`src/rtl/ret_addr_stack.sv`:
```
// Return-address LIFO beside the program counter: call pushes instr_addr+1,
// ret pops with zero latency because ret_addr always shows the current top entry.
module ret_addr_stack #(
    parameter int INSTR_ADDR_SIZE = 5,
    parameter int STACK_DEPTH     = 8,
    localparam int CNT_W          = $clog2(STACK_DEPTH + 1)
) (
    input  logic                       clk,
    input  logic                       rst,
    input  logic                       call,
    input  logic                       ret,
    input  logic                       clr_err,
    input  logic [INSTR_ADDR_SIZE-1:0] instr_addr,
    output logic [INSTR_ADDR_SIZE-1:0] ret_addr,
    output logic [CNT_W-1:0]           depth,
    output logic                       empty,
    output logic                       full,
    output logic                       overflow,
    output logic                       underflow
);

    localparam int IDX_W = (STACK_DEPTH > 1) ? $clog2(STACK_DEPTH) : 1;

    logic [INSTR_ADDR_SIZE-1:0] entry_r [STACK_DEPTH];
    logic [CNT_W-1:0]           depth_r;
    logic                       overflow_r;
    logic                       underflow_r;

    logic                       empty_s;
    logic                       full_s;
    logic                       push_s;
    logic                       pop_s;
    logic                       ovf_set_s;
    logic                       unf_set_s;
    logic [IDX_W-1:0]           wr_idx_s;
    logic [IDX_W-1:0]           top_idx_s;

    assign empty_s = (depth_r == CNT_W'(0));
    assign full_s  = (depth_r == CNT_W'(STACK_DEPTH));

    // Request decode: call has priority over ret, matching the PC's jmp-over-ret rule.
    always_comb begin
        push_s    = 1'b0;
        pop_s     = 1'b0;
        ovf_set_s = 1'b0;
        unf_set_s = 1'b0;
        if (call) begin
            push_s    = ~full_s;
            ovf_set_s = full_s;
        end else if (ret) begin
            pop_s     = ~empty_s;
            unf_set_s = empty_s;
        end else begin
            push_s = 1'b0;
        end
    end

    // Index decode; both indices are only used when they are in range.
    always_comb begin
        wr_idx_s  = IDX_W'(depth_r);
        top_idx_s = IDX_W'(depth_r - CNT_W'(1));
    end

    // Top-of-stack view, zero when the stack holds nothing.
    always_comb begin
        ret_addr = {INSTR_ADDR_SIZE{1'b0}};
        if (!empty_s) begin
            ret_addr = entry_r[top_idx_s];
        end else begin
            ret_addr = {INSTR_ADDR_SIZE{1'b0}};
        end
    end

    // Entry storage; popped entries are left in place and simply overwritten later.
    always_ff @(posedge clk or negedge rst) begin
        if (!rst) begin
            for (int i = 0; i < STACK_DEPTH; i++) begin
                entry_r[i] <= {INSTR_ADDR_SIZE{1'b0}};
            end
        end else if (push_s) begin
            entry_r[wr_idx_s] <= instr_addr + INSTR_ADDR_SIZE'(1);
        end else begin
            entry_r <= entry_r;
        end
    end

    // Depth counter, saturating at both ends through the push/pop qualifiers.
    always_ff @(posedge clk or negedge rst) begin
        if (!rst) begin
            depth_r <= CNT_W'(0);
        end else if (push_s) begin
            depth_r <= depth_r + CNT_W'(1);
        end else if (pop_s) begin
            depth_r <= depth_r - CNT_W'(1);
        end else begin
            depth_r <= depth_r;
        end
    end

    // Sticky error flags; a new error in the clearing cycle keeps the flag set.
    always_ff @(posedge clk or negedge rst) begin
        if (!rst) begin
            overflow_r  <= 1'b0;
            underflow_r <= 1'b0;
        end else begin
            overflow_r  <= ovf_set_s | (overflow_r & ~clr_err);
            underflow_r <= unf_set_s | (underflow_r & ~clr_err);
        end
    end

    assign depth     = depth_r;
    assign empty     = empty_s;
    assign full      = full_s;
    assign overflow  = overflow_r;
    assign underflow = underflow_r;

endmodule

```
`config.mk`:
```
export PLATFORM = sky130hd
export DESIGN_NAME = ret_addr_stack
export DESIGN_NICKNAME = d
export VERILOG_FILES = /design/src/rtl/ret_addr_stack.sv
export SDC_FILE = /design/constraint.sdc
export NUM_CORES = 1
export LEC_CHECK = 0
export BUFFER_PORTS_ARGS = -buffer_cell sky130_fd_sc_hd__clkbuf_2
export CAP_MARGIN = 15
export CORE_AREA = 3 3 68 70
export DETAILED_ROUTE_END_ITERATION = 12
export DIE_AREA = 0 0 71 73
export PLACE_DENSITY = 0.85
export SYNTH_ARGS = -nofsm -noshare
export SYNTH_HDL_FRONTEND = slang
export SYNTH_SLANG_ARGS = --single-unit
```
`constraint.sdc`:
```
create_clock -name clk -period 2.3 [get_ports clk]
set_input_delay 0.115 -clock clk [delete_from_list [all_inputs] [get_ports clk]]
set_output_delay 0.115 -clock clk [all_outputs]
set_load 0.02 [all_outputs]
```
==> impl_metrics.yaml, run 1 <==
route:
  drtIter0Drc: 182
  postRouteAntennaNets: 0
  avgRoutedWirePerCell_um: 17.31
  drt_first_pass_iters: 4
  drc: 0
  routed_wirelength_um: 5072
  avgViaCountPerCell: 5.969
  vias: 1749
logic_synthesis:
  yosysSeqAreaShare: 0.4936
  synth.area.top_cells: "dfrtp_1 (49%), mux4_1 (11%), o21ai_0 (9.2%), nand2_1 (6.6%), mux2_2 (3.9%)"
  postSynthCellCount: 217
  syn_area_per_cell_um2: 10.75
  synth.distinct_cells: 35
  syn-cell-area_um2: 2332
  syn_nets: 230
  netlist.area_leader.share: 0.4936
  synth-seq-cells: 46
  yosys_warnings: 0
  synth_top_area_cell: "dfrtp_1"
power:
  intPower_mw: 2.306
  leakagePower_nw: 1.209
  peakVddDrop_uv: 1058
  p_sw_mw: 1.576
  switching_share: 0.4059
  power_frac_comb: 0.484
  seqPwrFrac: 0.363
  power.density_nw_per_um2: 1500
  fin_total_pwr_mw: 3.882
  clockPowerShare: 0.153
floorplan:
  coreArea_um2: 4029
  fp.dieH_um: 73
  die_w_um: 71
  dieArea_um2: 5183
  row_count: 23
  num_io_pins: 23
  start_util: 0.5789
worst_setup_path:
  required_ps: 2180
  cp.arrival_ps: 2020
  cpPeakStageDelay_ps: 380
  r2r_cells: 5
  timing.critical_path.buf_inv: 2
  cpLargestDelayFamily: "simple AND/OR/NAND/NOR gates"
  endpoint_kind: "output port"
  r2r_setup_slack_ps: 560
  cp_cell_sequence: "inv_1, ha_2, nand2_1, nor2_2, o21ai_0, nand2_1, clkbuf_2"
  critPathMaxFanout: 8
  crit_type: "reg2out"
  cpMostUsedCell: "nand2_1"
  cp-start-kind: "flip-flop"
  critPathSlowestCell: "dfrtp_1"
  reg2reg_from: "depth[0]"
  r2r-end: "entry_r[31]"
sta:
  finalSetupTns_ps: 0
  finalCriticalPeriod_ps: 2132
  report.final.slew_viol_count: 0
  worst_pin_slew_ps: 593.1
  whs_ps: 1.014
  hold_viol: 0
  slew_headroom: 0.6033
  fin_ws_ps: 168.5
  rsz0062_at_grt: "no"
  min_period_over_period: 0.9268
  clock_skew_ps: 1.592
  clock.fmax_mhz: 469.1
  finalSetupViolCount: 0
grt:
  grt_max_degree: 27
  grtUsageTotal: 0.2167
  antenna_found_initial: 0
  grt_pass1_wl_um: 8562
  grt_pass1_vias: 1764
  overflow: 0
cts:
  htreeDepth: 2
  cts_buffers: 5
  root_buffer: "clkbuf_8"
  clock_path_buffers: 2
  clkLatencyLatePin_ps: 300
  cts_tree: "built"
  clock_sinks: 46
  clkSlewWorstSetupHoldPaths_ps: 80
job:
  drv_cap: 0
place:
  dpl_worst_slack_ps: 373.0
  dp.cells: 284
  gp_congestion: 0.8788
  dpl.hpwl_um: 3528
  portBuffers: 22
  placed_area_um2: 2467
hold_path:
  worst_hold_startpoint: "clr_err"
  holdPathStages: 2
  hold_class: "in2reg"
  min_to: "overflow"
run_status:
  status: "finished, final reports clean"
cells_and_area:
  diodes: 0
  n_fill_cell: 318
  final_nets: 255
  final_cells: 293
  multiInputGateArea_um2: 1100
  final_layout_size_suffix_gt1_frac: 0.1811
  seqCellArea_um2: 1151
  final_util: 0.6425
  area_growth_syn_to_layout_pct: 11.00
  fin_area_um2: 2589
## cells by family after synthesis
group | synth area share
xor gates and xnor gates | 0.01502
muxes | 0.1663
AOI/OAI and AO/OA | 0.1341
buffers and inverters | 0.03701
DFF | 0.4936
adders and majority gates | 0.01610
and+or+nand+nor | 0.1379
## layout by cell type (no fill, tap or decap), types with 2 or more instances in the layout
cell type | netlist | final
a21oi_1 | 6 | 6
a31oi_1 | 2 | 2
buf_4 | 2 | 4
clkbuf_1 | 1 | 2
clkbuf_2 | 0 | 22
clkbuf_8 | 0 | 5
dfrtp_1 | 46 | 46
ha_1 | 3 | 2
inv_1 | 5 | 5
mux2_2 | 8 | 8
mux2i_1 | 2 | 2
mux4_1 | 10 | 10
nand2_1 | 41 | 41
nand2b_1 | 3 | 3
nand3_1 | 8 | 8
nor2_1 | 9 | 8
nor2b_1 | 3 | 3
o21ai_0 | 43 | 43
xnor2_1 | 2 | 2
xor2_1 | 2 | 2
## registers in the layout, indices dropped and copies added (netlist names)
name and cells:
entry_r 40, depth 4, overflow 1, underflow 1
## worst max path at each step
| stage | slack (ps) | endpoint | start | cells past startpoint |
|---|---|---|---|---|
| 6_report | 170 | ret_addr[3] | depth[0] | 7 |
| 4_1_cts | 40 | ret_addr[3] | depth[0] | 7 |
| 2_1_floorplan | 130 | ret_addr[0] | depth[0] | 8 |
| 5_1_grt | 70 | ret_addr[3] | depth[0] | 7 |
| 3_5_place_dp | 370 | ret_addr[3] | depth[0] | 7 |
| 3_3_place_gp | 460 | ret_addr[1] | depth[0] | 6 |
## what timing repair did
item,CTS,global route
setup buffers,0,0
hold buffers,1,0
resized for setup,0,2
hold endpoints to repair,20,0
endpoints found under the setup margin,0,5
## per-layer routing
| metal | vias up | global-route usage | wire length [um] |
|---|---|---|---|
| met3 | 9 | 0.04270 | 245 |
| met2 | 56 | 0.3563 | 2484 |
| met5 | - | 0 | 0 |
| met4 | 0 | 0.09603 | 104 |
| met1 | 845 | 0.2805 | 2238 |
| li1 | 839 | - | - |
## final cells by class
| cell class | count | area share |
|---|---|---|
| flip-flops and latches | 46 | 0.4447 |
| clock buffers | 7 | 0.02948 |
| well taps | 50 | 0.02417 |
| multi-input cells | 157 | 0.4248 |
| clock inverters | 1 | 0.01160 |
| inverters | 5 | 0.007250 |
| repair buffers | 27 | 0.05800 |
## power by group through the flow
stage               clock network, mW  logic, mW  registers (mW)
floorplan                           0       1.40            1.37
finish                          0.593       1.88            1.41
CTS                             0.599       1.87            1.41
global placement                    0       1.80            1.39
global route                    0.621       2.08            1.46
detailed placement                  0       1.86            1.42
## synth_stat cells
master and number:
dfrtp_1 46, o21ai_0 43, nand2_1 41, mux4_1 10
nor2_1 9, mux2_2 8, nand3_1 8, a21oi_1 6
inv_1 5, buf_2 3, buf_6 3, ha_1 3
nand2b_1 3, nor2b_1 3, a31oi_1 2, buf_4 2
mux2i_1 2, xnor2_1 2, xor2_1 2, a21boi_0 1
a21o_1 1, and2_1 1, and2b_1 1, and3_1 1
and4_1 1, clkbuf_1 1, mux2_4 1, nand3b_1 1
nand4_2 1, nor3b_1 1, o211ai_1 1, o221ai_1 1
o22ai_1 1, o32ai_1 1, o41ai_1 1
Note: power is estimated with default switching activity, not from simulation.
==> run 2: changes to the inputs <==
--- a/config.mk
+++ b/config.mk
@@ -7,10 +7,10 @@
 export LEC_CHECK = 0
 export BUFFER_PORTS_ARGS = -buffer_cell sky130_fd_sc_hd__clkbuf_2
 export CAP_MARGIN = 15
-export CORE_AREA = 3 3 68 70
+export CORE_AREA = 3 3 73 75
 export DETAILED_ROUTE_END_ITERATION = 12
-export DIE_AREA = 0 0 71 73
-export PLACE_DENSITY = 0.85
+export DIE_AREA = 0 0 76 78
+export PLACE_DENSITY = 0.76
 export SYNTH_ARGS = -nofsm -noshare
 export SYNTH_HDL_FRONTEND = slang
 export SYNTH_SLANG_ARGS = --single-unit
==> run 2 against run 1 <==
Against the previous run: clock skew is 11 ps higher; routed wire length is 1.4% lower; sequential cell count stayed put; clock power is 2% higher; clock-buffer cell count is 1 lower; die area is 14% higher; cell count is 6.1% higher; global-route usage is 3.1 points lower; critical path depth stayed put; sequential share of layout area is 0.64 points lower; hold slack better by 11 ps; critical path type unchanged; largest power group unchanged.
==> impl_metrics.yaml, run 2 (synthesis gave the netlist of run 1 again) <==
route:
  drc: 0
  drtIter0Drc: 103
  drt_first_pass_iters: 4
  avgRoutedWirePerCell_um: 16.09
  avgViaCountPerCell: 5.521
  routed_wirelength_um: 5003
  postRouteAntennaNets: 0
  vias: 1717
cells_and_area:
  final_cell_mix: "dfrtp_1 (46), o21ai_0 (43), nand2_1 (41)"
  top_register: "entry_r"
  final_nets: 257
  final_layout_size_suffix_gt1_frac: 0.1844
  area_growth_syn_to_layout_pct: 12.61
  final_common_cell: "dfrtp_1"
  diodes: 0
  fin_area_um2: 2626
  largest_register_ff_count: 40
cts:
  cts_tree: "built"
  htreeDepth: 2
  cts_resized: 0
  clkSlewWorstSetupHoldPaths_ps: 80
  clock_path_buffers: 2
  cts_setup_buffers: 0
  clkLatencyLatePin_ps: 300
  root_buffer: "clkbuf_8"
  clock_sinks: 46
  cts_buffers: 5
sta:
  slew_headroom: 0.5334
  rsz0062_at_grt: "no"
  worst_pin_slew_ps: 694.9
  report.final.slew_viol_count: 0
  finalSetupViolCount: 0
  min_period_over_period: 0.9319
  finalSetupTns_ps: 0
  clock_skew_ps: 12.61
  clock.fmax_mhz: 466.5
  hold_viol: 0
  finalCriticalPeriod_ps: 2143
job:
  drv_cap: 0
power:
  power.density_nw_per_um2: 1485
  peakVddDrop_uv: 561.9
  seqPwrFrac: 0.363
  clockPowerShare: 0.155
  p_sw_mw: 1.554
  switching_share: 0.3985
  intPower_mw: 2.345
  leakagePower_nw: 1.225
  power_frac_comb: 0.482
place:
  placed_area_um2: 2504
  gp_congestion: 0.7749
  portBuffers: 22
  dpl.hpwl_um: 3559
worst_setup_path:
  required_ps: 2180
  critPathMaxFanout: 9
  endpoint_kind: "output port"
  cp.arrival_ps: 2030
  crit_type: "reg2out"
  cp-start-kind: "flip-flop"
grt:
  grt_pass1_wl_um: 8714
  overflow: 0
  antenna_found_initial: 0
  grtUsageTotal: 0.1862
  grt_max_degree: 47
  grt_pass1_vias: 1789
floorplan:
  dieArea_um2: 5928
  coreArea_um2: 4723
  num_io_pins: 23
  fp.dieH_um: 78
  row_count: 25
  die_w_um: 76
  start_util: 0.4938
run_status:
  status: "finished, final reports clean"
hold_path:
  hold_class: "in2reg"
## run 2: changes by cell type in the layout (fill, tap and decap cells not counted)
cell / before / now
clkbuf_1: 2 / 0
ha_1: 2 / 3
nor2_1: 8 / 9
ha_2: 1 / 0
clkbuf_8: 5 / 6
buf_4: 4 / 6
nor2_2: 1 / 0
## run 2: area by class of cell
cell class,count,area [um2]
clock inverter,1,30.03
clock buffer,6,82.58
sequential,46,1151
tap,67,83.83
multi-input combinational,157,1095
timing repair buffer,29,165.2
fill,413,2097
inverter,5,18.77
## run 2: routing by layer
layer  vias up  global-route usage  wire length (um)
met5         -                   0                 0
met4         0             0.05435                44
met3         5             0.03712               277
met2        55              0.2979              2323
met1       824              0.2589              2357
li1        833                   -                 -
## run 2: path summary, 6_finish.rpt
kind	startpoint	endpoint	slack [ps]	cells past startpoint
worst min-delay path	clr_err	overflow	10	2
worst max register to register	depth[2]	entry_r[31]	620	3
worst max-delay path	depth[0]	ret_addr[3]	160	7
max in group asynchronous	rst	entry_r[29]	1460	3
min in group asynchronous	rst	overflow	450	3
worst min register to register	entry_r[39]	entry_r[39]	480	2
## run 2: power by group through the flow
| stage | clock network, mW | logic (mW) | registers [mW] |
|---|---|---|---|
| floorplan | 0 | 1.40 | 1.37 |
| global placement | 0 | 1.84 | 1.41 |
| detailed placement | 0 | 1.89 | 1.43 |
| CTS | 0.620 | 1.90 | 1.41 |
| global route | 0.658 | 2.09 | 1.46 |
| finish | 0.605 | 1.88 | 1.41 |
## run 2: what timing repair did
item,4_1_cts,5_1_grt
endpoints found under the setup margin,0,0
hold endpoints to repair,46,0
hold buffers,1,0
## run 2: critical path, cell delays in order, from the launching register on
cell,delay [ps]
dfrtp_1,350
inv_1,60
ha_1,450
buf_4,230
mux4_1,290
o21ai_0,100
nand2_1,90
clkbuf_2,160
## run 2: metrics by stage
step	setup WS (ps)	util	hold slack, ps	instances	power [mW]
global route	51.52	0.5560	16.29	311	4.202
finish	156.6	0.5560	11.53	311	3.899
detailed placement	469.3	0.5301	243.4	303	3.319
CTS	139.9	0.5560	6.240	311	3.928
floorplan	127.7	-	-180.6	217	2.770
global placement	519.5	0.5301	236.7	303	3.248
